## src/rtl/plab5_mcore_mem_req_arb_pkg.sv

```systemverilog
// rtl/plab5_mcore_mem_req_arb_pkg.sv - shared widths, field offsets and requester ids
package plab5_mcore_mem_req_arb_pkg;

  localparam logic R0 = 1'b0;
  localparam logic R1 = 1'b1;

  typedef enum logic {PRIO_R0 = 1'b0, PRIO_R1 = 1'b1} prio_e;

  function automatic int req_nbits(int o, int a, int d);
    return 3 + o + a + 2 + d;
  endfunction

  function automatic int resp_nbits(int o, int d);
    return 3 + o + 2 + d;
  endfunction

  // Opaque MSB sits just below the 3-bit type field in both message formats
  function automatic int req_opaque_msb(int o, int a, int d);
    return req_nbits(o, a, d) - 4;
  endfunction

  function automatic int resp_tag_bit(int o, int d);
    return resp_nbits(o, d) - 4;
  endfunction

endpackage

```

## src/rtl/plab5_mcore_mem_req_arb_if.sv

```systemverilog
// rtl/plab5_mcore_mem_req_arb_if.sv - bus bundle; perf ports under PLAB5_MCORE_MEM_REQ_ARB_PERF_EN
interface plab5_mcore_mem_req_arb_if
  import plab5_mcore_mem_req_arb_pkg::*;
#(
  parameter int p_mem_opaque_nbits = 8,
  parameter int p_mem_addr_nbits   = 32,
  parameter int p_mem_data_nbits   = 32
);
  localparam int c_req_nbits  = req_nbits(p_mem_opaque_nbits, p_mem_addr_nbits, p_mem_data_nbits);
  localparam int c_resp_nbits = resp_nbits(p_mem_opaque_nbits, p_mem_data_nbits);

  logic                    mode;
  logic [c_req_nbits-1:0]  req_in_msg_r0, req_in_msg_r1;
  logic                    req_in_domain_r0, req_in_domain_r1;
  logic                    req_in_val_r0, req_in_val_r1;
  logic                    req_in_rdy_r0, req_in_rdy_r1;
  logic [c_req_nbits-1:0]  req_out_msg;
  logic                    req_out_domain;
  logic                    req_out_val;
  logic                    req_out_rdy;
  logic [c_resp_nbits-1:0] resp_in_msg;
  logic                    resp_in_val;
  logic                    resp_in_rdy;
  logic                    resp_in_fail;
  logic [c_resp_nbits-1:0] resp_out_msg_r0, resp_out_msg_r1;
  logic                    resp_out_val_r0, resp_out_val_r1;
  logic                    resp_out_rdy_r0, resp_out_rdy_r1;
  logic                    resp_out_fail_r0, resp_out_fail_r1;
  logic                    err_unexp_resp;
`ifdef PLAB5_MCORE_MEM_REQ_ARB_PERF_EN
  logic [31:0]             perf_grant_r0, perf_grant_r1, perf_stall;
`endif

  modport slave (
    input  mode,
    input  req_in_msg_r0, req_in_msg_r1, req_in_domain_r0, req_in_domain_r1,
    input  req_in_val_r0, req_in_val_r1,
    output req_in_rdy_r0, req_in_rdy_r1,
    output req_out_msg, req_out_domain, req_out_val,
    input  req_out_rdy,
    input  resp_in_msg, resp_in_val, resp_in_fail,
    output resp_in_rdy,
    output resp_out_msg_r0, resp_out_msg_r1, resp_out_val_r0, resp_out_val_r1,
    input  resp_out_rdy_r0, resp_out_rdy_r1,
    output resp_out_fail_r0, resp_out_fail_r1,
`ifdef PLAB5_MCORE_MEM_REQ_ARB_PERF_EN
    output perf_grant_r0, perf_grant_r1, perf_stall,
`endif
    output err_unexp_resp
  );

  modport master (
    output mode,
    output req_in_msg_r0, req_in_msg_r1, req_in_domain_r0, req_in_domain_r1,
    output req_in_val_r0, req_in_val_r1,
    input  req_in_rdy_r0, req_in_rdy_r1,
    input  req_out_msg, req_out_domain, req_out_val,
    output req_out_rdy,
    output resp_in_msg, resp_in_val, resp_in_fail,
    input  resp_in_rdy,
    input  resp_out_msg_r0, resp_out_msg_r1, resp_out_val_r0, resp_out_val_r1,
    output resp_out_rdy_r0, resp_out_rdy_r1,
    input  resp_out_fail_r0, resp_out_fail_r1,
`ifdef PLAB5_MCORE_MEM_REQ_ARB_PERF_EN
    input  perf_grant_r0, perf_grant_r1, perf_stall,
`endif
    input  err_unexp_resp
  );

endinterface

```

## src/rtl/plab5_mcore_rr_arb2.sv

```systemverilog
// rtl/plab5_mcore_rr_arb2.sv - two-input round-robin arbiter with strict-priority override
module plab5_mcore_rr_arb2
  import plab5_mcore_mem_req_arb_pkg::*;
(
  input  logic       clk,
  input  logic       reset,
  input  logic       mode,
  input  logic [1:0] req,
  input  logic       en,
  output logic [1:0] grant
);

  prio_e prio, prio_next;

  always_ff @(posedge clk) begin
    if (reset) prio <= PRIO_R0;
    else       prio <= prio_next;
  end

  // Priority only moves when a grant is actually taken in round-robin mode
  always_comb begin
    grant     = 2'b00;
    prio_next = prio;
    if (mode) begin
      grant[0] = req[0];
      grant[1] = req[1] & ~req[0];
    end else if (req == 2'b11) begin
      grant = (prio == PRIO_R0) ? 2'b01 : 2'b10;
    end else begin
      grant = req;
    end
    if (!mode && en && (grant != 2'b00))
      prio_next = grant[0] ? PRIO_R1 : PRIO_R0;
  end

endmodule

```

## src/rtl/plab5_mcore_mem_req_arb.sv

```systemverilog
// rtl/plab5_mcore_mem_req_arb.sv - two-requester tagged request arbiter with response steering
// Optional perf counters enabled by PLAB5_MCORE_MEM_REQ_ARB_PERF_EN.
module plab5_mcore_mem_req_arb
  import plab5_mcore_mem_req_arb_pkg::*;
#(
  parameter int p_mem_opaque_nbits = 8,
  parameter int p_mem_addr_nbits   = 32,
  parameter int p_mem_data_nbits   = 32,
  parameter int p_max_outstanding  = 4
)(
  input  logic                       clk,
  input  logic                       reset,
  plab5_mcore_mem_req_arb_if.slave   bus
);
  localparam int c_req_nbits  = req_nbits(p_mem_opaque_nbits, p_mem_addr_nbits, p_mem_data_nbits);
  localparam int c_resp_nbits = resp_nbits(p_mem_opaque_nbits, p_mem_data_nbits);
  localparam int c_req_tag    = req_opaque_msb(p_mem_opaque_nbits, p_mem_addr_nbits, p_mem_data_nbits);
  localparam int c_resp_tag   = resp_tag_bit(p_mem_opaque_nbits, p_mem_data_nbits);
  localparam int c_cnt_nbits  = $clog2(p_max_outstanding + 1);
  localparam logic [c_cnt_nbits-1:0] c_max = c_cnt_nbits'(p_max_outstanding);
  localparam logic [c_cnt_nbits-1:0] c_one = c_cnt_nbits'(1);

  logic [c_cnt_nbits-1:0]  cnt [2];
  logic [1:0]              eligible, grant, accept, resp_val, deliver;
  logic                    free, resp_id, sel_domain;
  logic [c_req_nbits-1:0]  sel_msg;
  logic [c_resp_nbits-1:0] resp_msg;
  logic                    out_val, out_domain, err;
  logic [c_req_nbits-1:0]  out_msg;

  assign eligible[0] = bus.req_in_val_r0 && (cnt[0] < c_max);
  assign eligible[1] = bus.req_in_val_r1 && (cnt[1] < c_max);
  assign free        = !out_val || bus.req_out_rdy;

  plab5_mcore_rr_arb2 arb (
    .clk   (clk),
    .reset (reset),
    .mode  (bus.mode),
    .req   (eligible),
    .en    (free),
    .grant (grant)
  );

  assign accept            = grant & {2{free}};
  assign bus.req_in_rdy_r0 = accept[0];
  assign bus.req_in_rdy_r1 = accept[1];

  // Requester id overwrites whatever the requester left in the opaque MSB
  always_comb begin
    sel_msg             = accept[1] ? bus.req_in_msg_r1 : bus.req_in_msg_r0;
    sel_domain          = accept[1] ? bus.req_in_domain_r1 : bus.req_in_domain_r0;
    sel_msg[c_req_tag]  = accept[1] ? R1 : R0;
  end

  always_ff @(posedge clk) begin
    if (reset) begin
      out_val    <= 1'b0;
      out_msg    <= '0;
      out_domain <= 1'b0;
    end else if (free) begin
      out_val <= |accept;
      if (|accept) begin
        out_msg    <= sel_msg;
        out_domain <= sel_domain;
      end
    end
  end

  assign bus.req_out_val    = out_val;
  assign bus.req_out_msg    = out_msg;
  assign bus.req_out_domain = out_domain;

  always_comb begin
    resp_msg             = bus.resp_in_msg;
    resp_msg[c_resp_tag] = 1'b0;
  end

  assign resp_id              = bus.resp_in_msg[c_resp_tag];
  assign resp_val[0]          = bus.resp_in_val && (resp_id == R0);
  assign resp_val[1]          = bus.resp_in_val && (resp_id == R1);
  assign deliver[0]           = resp_val[0] && bus.resp_out_rdy_r0;
  assign deliver[1]           = resp_val[1] && bus.resp_out_rdy_r1;
  assign bus.resp_out_val_r0  = resp_val[0];
  assign bus.resp_out_val_r1  = resp_val[1];
  assign bus.resp_out_msg_r0  = resp_msg;
  assign bus.resp_out_msg_r1  = resp_msg;
  assign bus.resp_out_fail_r0 = bus.resp_in_fail;
  assign bus.resp_out_fail_r1 = bus.resp_in_fail;
  assign bus.resp_in_rdy      = resp_id ? bus.resp_out_rdy_r1 : bus.resp_out_rdy_r0;

  // A delivery against an empty counter is flagged and never underflows
  always_ff @(posedge clk) begin
    if (reset) begin
      cnt[0] <= '0;
      cnt[1] <= '0;
      err    <= 1'b0;
    end else begin
      for (int i = 0; i < 2; i++) begin
        if (accept[i] && !deliver[i])
          cnt[i] <= cnt[i] + c_one;
        else if (!accept[i] && deliver[i] && (cnt[i] != '0))
          cnt[i] <= cnt[i] - c_one;
      end
      if ((deliver[0] && (cnt[0] == '0)) || (deliver[1] && (cnt[1] == '0)))
        err <= 1'b1;
    end
  end

  assign bus.err_unexp_resp = err;

`ifdef PLAB5_MCORE_MEM_REQ_ARB_PERF_EN
  logic [31:0] perf_grant_r0, perf_grant_r1, perf_stall;

  always_ff @(posedge clk) begin
    if (reset) begin
      perf_grant_r0 <= '0;
      perf_grant_r1 <= '0;
      perf_stall    <= '0;
    end else begin
      if (accept[0])                    perf_grant_r0 <= perf_grant_r0 + 32'd1;
      if (accept[1])                    perf_grant_r1 <= perf_grant_r1 + 32'd1;
      if (out_val && !bus.req_out_rdy)  perf_stall    <= perf_stall + 32'd1;
    end
  end

  assign bus.perf_grant_r0 = perf_grant_r0;
  assign bus.perf_grant_r1 = perf_grant_r1;
  assign bus.perf_stall    = perf_stall;
`endif

endmodule

```

## src/flat_wrapper.sv

```systemverilog
// flat-port wrapper written by rule: the top's interface ports become plain ports
module plab5_mcore_mem_req_arb_flat import plab5_mcore_mem_req_arb_pkg::*;
#(
  parameter int p_mem_opaque_nbits = 8,
  parameter int p_mem_addr_nbits   = 32,
  parameter int p_mem_data_nbits   = 32,
  parameter int p_max_outstanding  = 4
)
  (clk, reset, bus_mode, bus_req_in_msg_r0, bus_req_in_msg_r1, bus_req_in_domain_r0, bus_req_in_domain_r1, bus_req_in_val_r0, bus_req_in_val_r1, bus_req_in_rdy_r0, bus_req_in_rdy_r1, bus_req_out_msg, bus_req_out_domain, bus_req_out_val, bus_req_out_rdy, bus_resp_in_msg, bus_resp_in_val, bus_resp_in_fail, bus_resp_in_rdy, bus_resp_out_msg_r0, bus_resp_out_msg_r1, bus_resp_out_val_r0, bus_resp_out_val_r1, bus_resp_out_rdy_r0, bus_resp_out_rdy_r1, bus_resp_out_fail_r0, bus_resp_out_fail_r1, bus_err_unexp_resp);
  plab5_mcore_mem_req_arb_if #(.p_mem_opaque_nbits(p_mem_opaque_nbits), .p_mem_addr_nbits(p_mem_addr_nbits), .p_mem_data_nbits(p_mem_data_nbits)) bus_i ();
  input  logic clk;
  input  logic reset;
  input wire logic [$bits(bus_i.mode)-1:0] bus_mode;
  input wire logic [$bits(bus_i.req_in_msg_r0)-1:0] bus_req_in_msg_r0;
  input wire logic [$bits(bus_i.req_in_msg_r1)-1:0] bus_req_in_msg_r1;
  input wire logic [$bits(bus_i.req_in_domain_r0)-1:0] bus_req_in_domain_r0;
  input wire logic [$bits(bus_i.req_in_domain_r1)-1:0] bus_req_in_domain_r1;
  input wire logic [$bits(bus_i.req_in_val_r0)-1:0] bus_req_in_val_r0;
  input wire logic [$bits(bus_i.req_in_val_r1)-1:0] bus_req_in_val_r1;
  output wire logic [$bits(bus_i.req_in_rdy_r0)-1:0] bus_req_in_rdy_r0;
  output wire logic [$bits(bus_i.req_in_rdy_r1)-1:0] bus_req_in_rdy_r1;
  output wire logic [$bits(bus_i.req_out_msg)-1:0] bus_req_out_msg;
  output wire logic [$bits(bus_i.req_out_domain)-1:0] bus_req_out_domain;
  output wire logic [$bits(bus_i.req_out_val)-1:0] bus_req_out_val;
  input wire logic [$bits(bus_i.req_out_rdy)-1:0] bus_req_out_rdy;
  input wire logic [$bits(bus_i.resp_in_msg)-1:0] bus_resp_in_msg;
  input wire logic [$bits(bus_i.resp_in_val)-1:0] bus_resp_in_val;
  input wire logic [$bits(bus_i.resp_in_fail)-1:0] bus_resp_in_fail;
  output wire logic [$bits(bus_i.resp_in_rdy)-1:0] bus_resp_in_rdy;
  output wire logic [$bits(bus_i.resp_out_msg_r0)-1:0] bus_resp_out_msg_r0;
  output wire logic [$bits(bus_i.resp_out_msg_r1)-1:0] bus_resp_out_msg_r1;
  output wire logic [$bits(bus_i.resp_out_val_r0)-1:0] bus_resp_out_val_r0;
  output wire logic [$bits(bus_i.resp_out_val_r1)-1:0] bus_resp_out_val_r1;
  input wire logic [$bits(bus_i.resp_out_rdy_r0)-1:0] bus_resp_out_rdy_r0;
  input wire logic [$bits(bus_i.resp_out_rdy_r1)-1:0] bus_resp_out_rdy_r1;
  output wire logic [$bits(bus_i.resp_out_fail_r0)-1:0] bus_resp_out_fail_r0;
  output wire logic [$bits(bus_i.resp_out_fail_r1)-1:0] bus_resp_out_fail_r1;
  output wire logic [$bits(bus_i.err_unexp_resp)-1:0] bus_err_unexp_resp;
  assign bus_i.mode = bus_mode;
  assign bus_i.req_in_msg_r0 = bus_req_in_msg_r0;
  assign bus_i.req_in_msg_r1 = bus_req_in_msg_r1;
  assign bus_i.req_in_domain_r0 = bus_req_in_domain_r0;
  assign bus_i.req_in_domain_r1 = bus_req_in_domain_r1;
  assign bus_i.req_in_val_r0 = bus_req_in_val_r0;
  assign bus_i.req_in_val_r1 = bus_req_in_val_r1;
  assign bus_req_in_rdy_r0 = bus_i.req_in_rdy_r0;
  assign bus_req_in_rdy_r1 = bus_i.req_in_rdy_r1;
  assign bus_req_out_msg = bus_i.req_out_msg;
  assign bus_req_out_domain = bus_i.req_out_domain;
  assign bus_req_out_val = bus_i.req_out_val;
  assign bus_i.req_out_rdy = bus_req_out_rdy;
  assign bus_i.resp_in_msg = bus_resp_in_msg;
  assign bus_i.resp_in_val = bus_resp_in_val;
  assign bus_i.resp_in_fail = bus_resp_in_fail;
  assign bus_resp_in_rdy = bus_i.resp_in_rdy;
  assign bus_resp_out_msg_r0 = bus_i.resp_out_msg_r0;
  assign bus_resp_out_msg_r1 = bus_i.resp_out_msg_r1;
  assign bus_resp_out_val_r0 = bus_i.resp_out_val_r0;
  assign bus_resp_out_val_r1 = bus_i.resp_out_val_r1;
  assign bus_i.resp_out_rdy_r0 = bus_resp_out_rdy_r0;
  assign bus_i.resp_out_rdy_r1 = bus_resp_out_rdy_r1;
  assign bus_resp_out_fail_r0 = bus_i.resp_out_fail_r0;
  assign bus_resp_out_fail_r1 = bus_i.resp_out_fail_r1;
  assign bus_err_unexp_resp = bus_i.err_unexp_resp;
  plab5_mcore_mem_req_arb #(.p_mem_opaque_nbits(p_mem_opaque_nbits), .p_mem_addr_nbits(p_mem_addr_nbits), .p_mem_data_nbits(p_mem_data_nbits), .p_max_outstanding(p_max_outstanding)) u_core (.clk(clk), .reset(reset), .bus(bus_i));
endmodule
```

## config.mk

```make
export PLATFORM = sky130hd
export DESIGN_NAME = plab5_mcore_mem_req_arb_flat
export DESIGN_NICKNAME = d
export VERILOG_FILES = /design/src/rtl/plab5_mcore_mem_req_arb_pkg.sv /design/src/rtl/plab5_mcore_mem_req_arb_if.sv /design/src/rtl/plab5_mcore_rr_arb2.sv /design/src/rtl/plab5_mcore_mem_req_arb.sv /design/src/flat_wrapper.sv
export SDC_FILE = /design/constraint.sdc
export NUM_CORES = 1
export LEC_CHECK = 0
export CORE_AREA = 2 2 149 151
export CTS_CLUSTER_SIZE = 14
export DETAILED_ROUTE_END_ITERATION = 8
export DIE_AREA = 0 0 151 153
export PLACE_DENSITY_LB_ADDON = 0.12
export SYNTH_ARGS = -nofsm -noshare
export SYNTH_HDL_FRONTEND = slang
export SYNTH_SLANG_ARGS = --single-unit
```

## constraint.sdc

```tcl
create_clock -name clk -period 2.41 [get_ports clk]
set_clock_uncertainty 0.15 [all_clocks]
set_input_delay 0.3615 -clock clk [delete_from_list [all_inputs] [get_ports clk]]
set_output_delay 0.3615 -clock clk [all_outputs]
set_load 0.05 [all_outputs]
```

==> results.sh <==
export IMPL_diodes=0
export IMPL_status="finished clean"
export IMPL_area_delta_synth_final_pct=55.7
export IMPL_portBuffers=248
export IMPL_async_flop_share_pct=0
export IMPL_hp_class="primary input to flip-flop"
export IMPL_placed_area_um2=7050
export IMPL_post_route_min_period_ns=2.39
export IMPL_routed_wl_mm=17.9
export IMPL_cts_buffers=9
export IMPL_antenna_found_initial=0
export IMPL_ant_nets=0
export IMPL_synth_seq_cells=87
export IMPL_seq_area_frac_synth_pct=38.0
export IMPL_critical_path_class="primary input to flip-flop"
export IMPL_min_delay_path_depth=3
export IMPL_syn_area_um2=4740
export IMPL_first_global_vias=4645
export IMPL_final_common_cell="clkdlybuf4s50_1"
export IMPL_fin_crit_sh_pct=99.1
export IMPL_syn_area_per_cell_um2=8.01
export IMPL_grt_pass1_wl_mm=26.8
export IMPL_cts_tree="done"
export IMPL_grtUsageTotal_pct=15.1
export IMPL_cts_htree_levels=3
export IMPL_reg2reg_to="u_core.cnt[0][2]$_SDFFCE_PN0P_"
export IMPL_ys_types=38
export IMPL_crit_arrival_ns=2.29
export IMPL_top_usage_layer="met2"
export IMPL_met2_usage_pct=26.0
export IMPL_max_vdd_ir_drop_v=0.000378
export IMPL_crit_path_end_kind="flip-flop"
export IMPL_cts_sinks=87
export IMPL_p_leak_nw=2.82
export IMPL_power_w=0.00547
export IMPL_critPathSlowestCell="clkdlybuf4s50_1"
export IMPL_start_kind="primary input"
export IMPL_wl_per_cell_um=17.4
export IMPL_ys_flop_type="dfxtp_1"
export IMPL_setup_viol=0
export IMPL_whs_endpoint="u_core.cnt[1][2]$_DFFE_PP_"
export IMPL_clk_latency_ns=0.34
export IMPL_p_per_area_nw_per_um2=741
export IMPL_cpPeakStageDelay_ns=0.41
export IMPL_die_h_um=153
export IMPL_rsz0062_at_grt="yes"
export IMPL_final_cell_mix="240 x clkdlybuf4s50_1, 154 x nand2_1, 81 x nor2_1, 80 x dfxtp_1, 68 x a311oi_1"
export IMPL_fillCellCount=2252
export IMPL_final_cell_area_um2=7380
export IMPL_maxCapViolations=0
export IMPL_maxSlewHeadroom_pct=26.7
export IMPL_fmax_mhz=419
export IMPL_path_clk_slew_ns=0.07
export IMPL_route_detailed_drc=0
export IMPL_grt_ovfl_total=0
export IMPL_min_from="reset"
export IMPL_grtUsageMet3_pct=6.90
export IMPL_reg2reg_slack_ns=0.05
export IMPL_hold_viol=0
export IMPL_synth_warnings=0
export IMPL_rows=54
export IMPL_clockBufferDepth=2
export IMPL_grt_max_degree=91
export IMPL_dr_pass1_iters=4
export IMPL_cts_root_buffer="clkbuf_16"
export IMPL_tightest_slew_ns=1.10
export IMPL_cp_required_ns=2.31
export IMPL_syn_inst=592
export IMPL_place_gp_congestion=0.707
export IMPL_layout_nets=962
export IMPL_vias_per_cell=4.46
export IMPL_maxSlewViolCount=0
export IMPL_io_pins=388
export IMPL_crit_chain="clkdlybuf4s50_1, nand2b_1, a311oi_2, or2b_1, fa_2, xnor2_2, xnor2_1, nor3_1"
export IMPL_num_vias=4604
export IMPL_drive_gt1_share_pct=9.71
export IMPL_reg2reg_depth=7
export IMPL_gr_usage_met1_pct=16.6
export IMPL_dpl_hpwl_mm=13.7
export IMPL_synth_edf_count=6
export IMPL_dr_first_iter_drc_count=163
export IMPL_path_max_fanout=3
export IMPL_core_area_um2=21500
export IMPL_reg2reg_from="u_core.cnt[1][2]$_DFFE_PP_"
export IMPL_start_util_pct=22.1
export IMPL_fp_dieArea_um2=23100
export IMPL_fp_dieW_um=151
[routing by layer]
metal	share of wire, %	wire length (um)
met1	38	6860
met2	49	8700
met3	11	1990
met4	1.9	342
met5	0.25	44
[per-stage QoR]
step / hold WS, ns / utilization [%] / instances / setup WS [ns] / TNS, ns
final: 0.300 / 34.4 / 1032 / 0.0209 / 0
after global routing: 0.301 / 34.4 / 1032 / -0.108 / -0.108
after CTS: 0.281 / 34.4 / 1033 / 0.0308 / 0
after detailed placement: 0.320 / 32.8 / 1016 / -0.398 / -6.13
after global placement: 0.313 / 32.8 / 1016 / -0.406 / -4.56
after floorplan: 0.307 / - / 593 / 0.00176 / 0
[cell type report]
cell class	instances	area (um2)	share of cell area (%)
clock buffer	10	239	3.24
multi-input combinational	365	2060	27.9
tap	280	350	4.75
clock inverter	6	66.3	0.898
timing repair buffer	279	2840	38.5
sequential	87	1800	24.4
inverter	5	20.0	0.271
[power breakdown]
| group | switching [W] | leakage, nW | total (W) | internal (W) |
|---|---|---|---|---|
| sequential | 0.000106 | 0.737 | 0.00177 | 0.00166 |
| combinational | 0.00132 | 1.93 | 0.00223 | 0.000905 |
| clock | 0.000633 | 0.149 | 0.00147 | 0.000838 |
| total | 0.00206 | 2.82 | 0.00547 | 0.00341 |
[critical path, delay by kind of cell]
kind / cells / cell delay (ns)
simple gates: 3 / 0.54
buf+inv: 1 / 0.41
fa+ha+maj: 1 / 0.36
compound gates: 1 / 0.33
xor+xnor: 2 / 0.28
[state kept, by name, summed over array words and instances, names as in the netlist]
name and cells:
u_core.bus.req_out_val 1, u_core.bus.req_out_msg 77, u_core.arb.prio 1, u_core.bus.err_unexp_resp 1, u_core.cnt 6, u_core.bus.req_out_domain 1
[cells in the mapped netlist (all sizes together), types with 3 or more instances]
cell type	instances	area share (%)
buf	109	17
nand2	154	12
nor2	81	6.4
a311oi	79	16
o31ai	3	0.48
inv	4	0.32
clkbuf	27	2.1
nor3	5	0.53
edfxtp	6	3.8
nor2b	3	0.40
a21oi	4	0.50
ha	3	0.79
nand2b	10	1.5
dfxtp	81	34
[worst max path at each step]
| stage | start | end | slack [ns] |
|---|---|---|---|
| after floorplan | u_core.bus.req_out_val$_SDFFE_PP0P_ | u_core.cnt[0][2]$_SDFFCE_PN0P_ | 0.002 |
| after CTS | bus_req_in_val_r0 | bus_req_in_rdy_r1 | 0.03 |
| after detailed placement | bus_req_in_val_r1 | u_core.cnt[0][2]$_SDFFCE_PN0P_ | -0.40 |
| after global routing | u_core.cnt[1][2]$_DFFE_PP_ | u_core.cnt[0][2]$_SDFFCE_PN0P_ | -0.11 |
| final | bus_req_out_rdy | u_core.cnt[0][2]$_SDFFCE_PN0P_ | 0.02 |
| after global placement | bus_req_in_val_r1 | u_core.cnt[0][2]$_SDFFCE_PN0P_ | -0.41 |
[kinds of logic (layout without fill, tap and decap cells)]
| family | count (synthesis) | count (layout) | synth area share (%) |
|---|---|---|---|
| other cells | 1 | 2 | 0.0791 |
| xor+xnor | 3 | 3 | 0.554 |
| buf+inv | 141 | 300 | 19.3 |
| flops | 87 | 87 | 38.0 |
| simple gates | 263 | 263 | 22.5 |
| compound gates | 90 | 90 | 17.7 |
| fa+ha+maj | 4 | 4 | 1.21 |
| mux | 3 | 3 | 0.660 |
[repair_timing]
item | in CTS | in global routing
hold buffers | 0 | 0
hold endpoints to repair | 0 | 0
pin swaps | 0 | 0
setup endpoints to repair | 2 | 2
resized for setup | 6 | 1
setup buffers | 1 | 0
Power figures use the tool's default switching activity.
